File: src/rtl/fetch_unit_if.sv
// Instruction memory bus between the fetch unit and imem.
// The fetch side masters read/address; memory returns resp/rdata.
interface fetch_unit_if;
  logic        imem_read;
  logic [15:0] imem_address;
  logic        imem_resp;
  logic [15:0] imem_rdata;

  modport master (
    output imem_read,
    output imem_address,
    input  imem_resp,
    input  imem_rdata
  );

  modport slave (
    input  imem_read,
    input  imem_address,
    output imem_resp,
    output imem_rdata
  );
endinterface

File: src/rtl/fetch_unit.sv
// Fetch stage: PC, one-entry skid buffer and branch squash of reads in flight.
// Define FETCH_PERF_CNT_EN to add stall_cycles/squash_count counters.
module fetch_unit #(
  parameter logic [15:0] RESET_PC = 16'h0000
) (
  input  logic         clk,
  input  logic         reset,
  input  logic         fetch_en,
  input  logic         load_de,
  input  logic         insert_nop,
  input  logic         br_taken,
  input  logic [15:0]  br_target,
  fetch_unit_if.master imem,
  output logic [15:0]  de_ir,
  output logic [15:0]  de_pc,
  output logic         de_valid
`ifdef FETCH_PERF_CNT_EN
  ,
  output logic [15:0]  stall_cycles,
  output logic [15:0]  squash_count
`endif
);

  typedef enum logic {RUN, SQUASH} state_e;

  state_e      state_q, state_d;
  logic [15:0] pc_q, pc_d;
  logic [15:0] held_q, held_d;
  logic [15:0] buf_ir_q, buf_ir_d;
  logic [15:0] buf_pc_q, buf_pc_d;
  logic        buf_valid_q, buf_valid_d;
  logic        busy_q, busy_d;
  logic [15:0] de_ir_q, de_ir_d;
  logic [15:0] de_pc_q, de_pc_d;
  logic        de_valid_q, de_valid_d;

  logic        read_c;
  logic [15:0] addr_c;
  logic        accept;
  logic        to_de;
  logic [15:0] pc_inc;

  assign pc_inc = pc_q + 16'd2;

  always_comb begin
    state_d     = state_q;
    pc_d        = pc_q;
    held_d      = held_q;
    buf_ir_d    = buf_ir_q;
    buf_pc_d    = buf_pc_q;
    buf_valid_d = buf_valid_q;
    de_ir_d     = de_ir_q;
    de_pc_d     = de_pc_q;
    de_valid_d  = de_valid_q;
    read_c      = 1'b0;
    addr_c      = pc_q;
    to_de       = 1'b0;

    unique case (state_q)
      RUN:    read_c = busy_q | (fetch_en & ~buf_valid_q);
      SQUASH: begin
        read_c = 1'b1;
        addr_c = held_q;
      end
    endcase
    // A read must drop the moment reset is seen, not a cycle later.
    read_c = read_c & ~reset;
    busy_d = read_c & ~imem.imem_resp;

    accept = (state_q == RUN) & read_c
           & imem.imem_resp & ~br_taken;
    if (accept) pc_d = pc_inc;

    if (load_de) begin
      if (insert_nop | br_taken) begin
        de_ir_d    = 16'h0000;
        de_valid_d = 1'b0;
      end else if (buf_valid_q) begin
        de_ir_d     = buf_ir_q;
        de_pc_d     = buf_pc_q;
        de_valid_d  = 1'b1;
        buf_valid_d = 1'b0;
      end else if (accept) begin
        de_ir_d    = imem.imem_rdata;
        de_pc_d    = pc_inc;
        de_valid_d = 1'b1;
        to_de      = 1'b1;
      end else begin
        de_ir_d    = 16'h0000;
        de_valid_d = 1'b0;
      end
    end

    if (accept & ~to_de) begin
      buf_ir_d    = imem.imem_rdata;
      buf_pc_d    = pc_inc;
      buf_valid_d = 1'b1;
    end

    if (br_taken) begin
      pc_d        = br_target;
      buf_valid_d = 1'b0;
      if ((state_q == RUN) & read_c & ~imem.imem_resp) begin
        held_d  = pc_q;
        state_d = SQUASH;
      end
    end

    if ((state_q == SQUASH) & imem.imem_resp) state_d = RUN;
  end

  always_ff @(posedge clk or posedge reset) begin
    if (reset) begin
      state_q     <= RUN;
      pc_q        <= RESET_PC;
      held_q      <= RESET_PC;
      buf_ir_q    <= 16'h0000;
      buf_pc_q    <= RESET_PC;
      buf_valid_q <= 1'b0;
      busy_q      <= 1'b0;
      de_ir_q     <= 16'h0000;
      de_pc_q     <= RESET_PC;
      de_valid_q  <= 1'b0;
    end else begin
      state_q     <= state_d;
      pc_q        <= pc_d;
      held_q      <= held_d;
      buf_ir_q    <= buf_ir_d;
      buf_pc_q    <= buf_pc_d;
      buf_valid_q <= buf_valid_d;
      busy_q      <= busy_d;
      de_ir_q     <= de_ir_d;
      de_pc_q     <= de_pc_d;
      de_valid_q  <= de_valid_d;
    end
  end

  assign imem.imem_read    = read_c;
  assign imem.imem_address = addr_c;
  assign de_ir             = de_ir_q;
  assign de_pc             = de_pc_q;
  assign de_valid          = de_valid_q;

`ifdef FETCH_PERF_CNT_EN
  logic [15:0] stall_q;
  logic [15:0] squash_q;
  logic        discard;

  assign discard = imem.imem_resp
                 & ((state_q == SQUASH) | br_taken);

  always_ff @(posedge clk or posedge reset) begin
    if (reset) begin
      stall_q  <= 16'h0000;
      squash_q <= 16'h0000;
    end else begin
      if (busy_d & (stall_q != 16'hFFFF))
        stall_q <= stall_q + 16'd1;
      if (discard & (squash_q != 16'hFFFF))
        squash_q <= squash_q + 16'd1;
    end
  end

  assign stall_cycles = stall_q;
  assign squash_count = squash_q;
`endif

endmodule

File: src/flat_wrapper.sv
// flat-port wrapper written by rule: the top's interface ports become plain ports
module fetch_unit_flat 
#(
  parameter logic [15:0] RESET_PC = 16'h0000
)
  (clk, reset, fetch_en, load_de, insert_nop, br_taken, br_target, de_ir, de_pc, de_valid, imem_imem_read, imem_imem_address, imem_imem_resp, imem_imem_rdata);
  fetch_unit_if imem_i ();
  input  logic clk;
  input  logic reset;
  input  logic fetch_en;
  input  logic load_de;
  input  logic insert_nop;
  input  logic br_taken;
  input  logic [15:0] br_target;
  output logic [15:0] de_ir;
  output logic [15:0] de_pc;
  output logic de_valid;
  output wire logic [$bits(imem_i.imem_read)-1:0] imem_imem_read;
  output wire logic [$bits(imem_i.imem_address)-1:0] imem_imem_address;
  input wire logic [$bits(imem_i.imem_resp)-1:0] imem_imem_resp;
  input wire logic [$bits(imem_i.imem_rdata)-1:0] imem_imem_rdata;
  assign imem_imem_read = imem_i.imem_read;
  assign imem_imem_address = imem_i.imem_address;
  assign imem_i.imem_resp = imem_imem_resp;
  assign imem_i.imem_rdata = imem_imem_rdata;
  fetch_unit #(.RESET_PC(RESET_PC)) u_core (.clk(clk), .reset(reset), .fetch_en(fetch_en), .load_de(load_de), .insert_nop(insert_nop), .br_taken(br_taken), .br_target(br_target), .imem(imem_i), .de_ir(de_ir), .de_pc(de_pc), .de_valid(de_valid));
endmodule
File: config.mk
export PLATFORM = sky130hd
export DESIGN_NAME = fetch_unit_flat
export DESIGN_NICKNAME = d
export VERILOG_FILES = /design/src/rtl/fetch_unit_if.sv /design/src/rtl/fetch_unit.sv /design/src/flat_wrapper.sv
export SDC_FILE = /design/constraint.sdc
export NUM_CORES = 1
export LEC_CHECK = 0
export ABC_AREA = 1
export CAP_MARGIN = 20
export CORE_ASPECT_RATIO = 1.25
export CORE_MARGIN = 1
export CORE_UTILIZATION = 57
export CTS_CLUSTER_DIAMETER = 150
export DETAILED_ROUTE_END_ITERATION = 10
export GPL_ROUTABILITY_DRIVEN = 0
export PLACE_DENSITY = 0.86
export SYNTH_ARGS = -nofsm -noshare
export SYNTH_HDL_FRONTEND = slang
export SYNTH_SLANG_ARGS = --single-unit
File: constraint.sdc
create_clock -name clk -period 5.05 [get_ports clk]
set_input_delay 0.505 -clock clk [delete_from_list [all_inputs] [get_ports clk]]
set_output_delay 0.505 -clock clk [all_outputs]
set_load 0.02 [all_outputs]
==> impl_metrics.yaml <==
power:
  vdd_drop_max_v: 0.0002170
  p_leak_nw: 2.997
  p_per_area_nw_per_um2: 375.4
synthesis:
  synth-async-reset-ratio_pct: 100.0
  synth-compound-area-share_pct: 8.312
  yosysTopAreaCellShare_pct: 51.31
  seq_area_frac_synth_pct: 51.31
  synthMuxAreaShare_pct: 0
  synth-simple-area-share_pct: 33.74
  syn_inst: 639
  synth_nets: 679
  synth.top_cells.by_count: "nand2_1 (325), dfrtp_1 (100), o21ai_0 (46)"
  yosysTopAreaCell: "dfrtp_1"
  avgSynthCellArea_um2: 7.633
  synth_area_um2: 4877
  synth_edf_count: 0
  synth_top_cells_by_area: "dfrtp_1 (51%), nand2_1 (25%), o21ai_0 (4.7%)"
  ys_warn_count: 0
  synth_most_common_cell: "nand2_1"
  synth-xor-area-share_pct: 0.5387
  synth-adder-area-share_pct: 0.2565
  ys_types: 30
  ys.flop_type: "dfrtp_1"
  synth-seq-cells: 100
  synth_top_family_by_area: "simple AND/OR/NAND/NOR gates"
clock_tree:
  post_cts_buffers: 0
  clockBufferDepth: 2
  clk-insertion-delay-late_ns: 0.37
  cts_root_buffer: "clkbuf_8"
  numCtsBuffers: 9
  cts_resized: 0
  path_clk_slew_ns: 0.09
  htreeDepth: 3
  tritoncts: "done"
  cts.sinks: 100
  cts_hold_buf: 0
setup_path:
  worst-setup-path-type: "flop to output pin"
  r2r_cells: 8
  critPathArrivalTime_ns: 2.54
  crit_slowest_cell: "dfrtp_1"
  cp.required_ns: 4.55
  endpoint_kind: "output pin"
  crit_start: "u_core.buf_valid_q"
  crit_fanout: 44
  cp_common_cell: "nand2_4"
  cp-start-kind: "flop"
  max_stage_delay_ns: 0.96
  rr_endpoint: "u_core.buf_pc_q[6]"
  critPathCapture: "imem_imem_read"
  r2r_setup_slack_ns: 2.42
  path_cells: "inv_6 > nand2_4 > nand2_4 > nand2_1 > inv_1 > clkdlybuf4s50_1"
  cp_top_family: "flip-flops"
  crit_cells: 6
  cp_num_buf_inv: 3
  r2r-start: "u_core.buf_valid_q"
worst_hold_path:
  min-delay-start: "u_core.buf_ir_q[12]"
  hold_class: "flop to flop"
sta:
  rsz0062_at_grt: "false"
  setup_viol: 0
  finalHoldViolations: 0
  worst_slew_pin_slew_ns: 0.9934
  final.setup_skew_ns: 0.01016
  maxSlewViolCount: 0
  fin_crit_sh_pct: 60.31
  hold_slack_ns: 0.4812
  tns_ns: 0
  min_period_ns: 3.046
  clock.fmax_ghz: 0.3283
  slew_headroom_pct: 33.77
floorplanning:
  row_count: 37
  start_util_pct: 58.86
  coreArea_um2: 8287
  ios: 89
  die_w_um: 84.74
  dieArea_um2: 8933
  die_y_um: 105.4
grt:
  grt_antenna_before_repair: 0
  grtUsageTotal_pct: 27.23
  grt_max_degree: 59
  grt_overflow: 0
  grt_pass1_wl_um: 19090
  first_global_vias: 4034
route:
  vias: 4436
  drt-initial-drc-count: 342
  wire_per_inst_um: 14.10
  ant_nets: 0
  via_per_inst: 5.436
  drc: 6
  wl_um: 11500
  drt_pre_antenna_iters: 8
placement:
  place_hpwl_um: 7976
  io_buffer_count: 88
layout:
  fill_cells: 681
  nets: 754
  synthToLayoutAreaGrowth_pct: 22.65
  drive_gt1_share_pct: 5.424
  n_antenna_cell: 0
status:
  status: "complete, but fails checks"
  violations: "design-rule violations"
run:
  cap_violations: 0
-- metal layers --
| layer | routed length [um] | global-route usage (%) | vias to the layer above |
|---|---|---|---|
| met1 | 5114 | 37.54 | 2046 |
| li1 | - | - | 2160 |
| met4 | 205 | 9.685 | 0 |
| met3 | 692 | 3.994 | 23 |
| met5 | 0 | 0 | - |
| met2 | 5490 | 44.13 | 207 |
-- through the flow --
stage	area [um^2]	instances	utilization (%)	setup WS (ns)	power (W)
after floorplan	4877	639	-	1.254	0.001423
after global placement	5747	800	69.35	2.155	0.001641
after detailed placement	5747	800	69.35	2.124	0.001668
after CTS	5982	816	72.19	2.004	0.002253
after global routing	5982	816	72.19	1.879	0.002360
final	5982	816	72.19	2.004	0.002246
-- kinds of logic (layout without fill, tap and decap cells) --
| kind of cell | Yosys count | count (layout) |
|---|---|---|
| flops | 100 | 100 |
| buf+inv | 59 | 139 |
| fa+ha+maj | 1 | 1 |
| compound gates | 75 | 75 |
| xor+xnor | 3 | 3 |
| simple gates | 401 | 401 |
-- cell usage in the layout, fill, tap and decap left out, drive strengths merged --
cell type | synthesis | final
o31ai | 1 | 1
o21ai | 69 | 69
nand4 | 7 | 7
dfrtp | 100 | 100
clkbuf | 13 | 11
nor3 | 1 | 1
o211ai | 5 | 5
buf | 14 | 3
ha | 1 | 1
bufinv | 0 | 2
clkinvlp | 0 | 2
nand2 | 328 | 328
nor2 | 29 | 29
clkdlybuf4s50 | 0 | 88
nand3 | 32 | 32
and2 | 4 | 4
clkinv | 0 | 1
xor2 | 3 | 3
inv | 32 | 32
-- area by class of cell --
class                   instances  area, um^2  share of cell area (%)
clock buffers                  11       151.4                   2.531
flip-flops and latches        100        2502                   41.83
repair buffers                 91       903.4                   15.10
multi-input cells             480        2090                   34.93
inverters                      32       130.1                   2.175
clock inverters                 5       83.83                   1.401
well taps                      97       121.4                   2.029
-- worst register-to-register path, delay by kind of cell, from the launching register on --
kind	cells	cell delay, ns
DFF	1	0.74
buffers and inverters	2	0.70
AOI/OAI and AO/OA	1	0.08
and+or+nand+nor	5	0.99
-- state kept, by name, indices dropped and copies added (netlist names) --
signal,flops
u_core.buf_ir_q,16
u_core.buf_pc_q,16
u_core.de_ir,16
u_core.de_pc,16
u_core.held_q,16
u_core.pc_q,16
u_core.buf_valid_q,1
u_core.busy_q,1
u_core.de_valid,1
u_core.state_q,1
-- power by group --
part / internal, W / switching, W
clock network: 0.000307 / 0.000279
registers: 0.000972 / 0.000119
logic: 0.000248 / 0.000320
-- worst min-delay path by stage --
stage                          endpoint  slack (ns)  depth (start not counted)
floorplan            u_core.buf_ir_q[0]        0.44                          2
global placement     u_core.buf_ir_q[6]        0.45                          2
detailed placement  u_core.buf_ir_q[12]        0.46                          2
CTS                 u_core.buf_ir_q[12]        0.48                          2
global route           u_core.de_ir[12]        0.50                          2
finish              u_core.buf_ir_q[12]        0.48                          2
No activity file was read; power rests on OpenSTA's default activity.
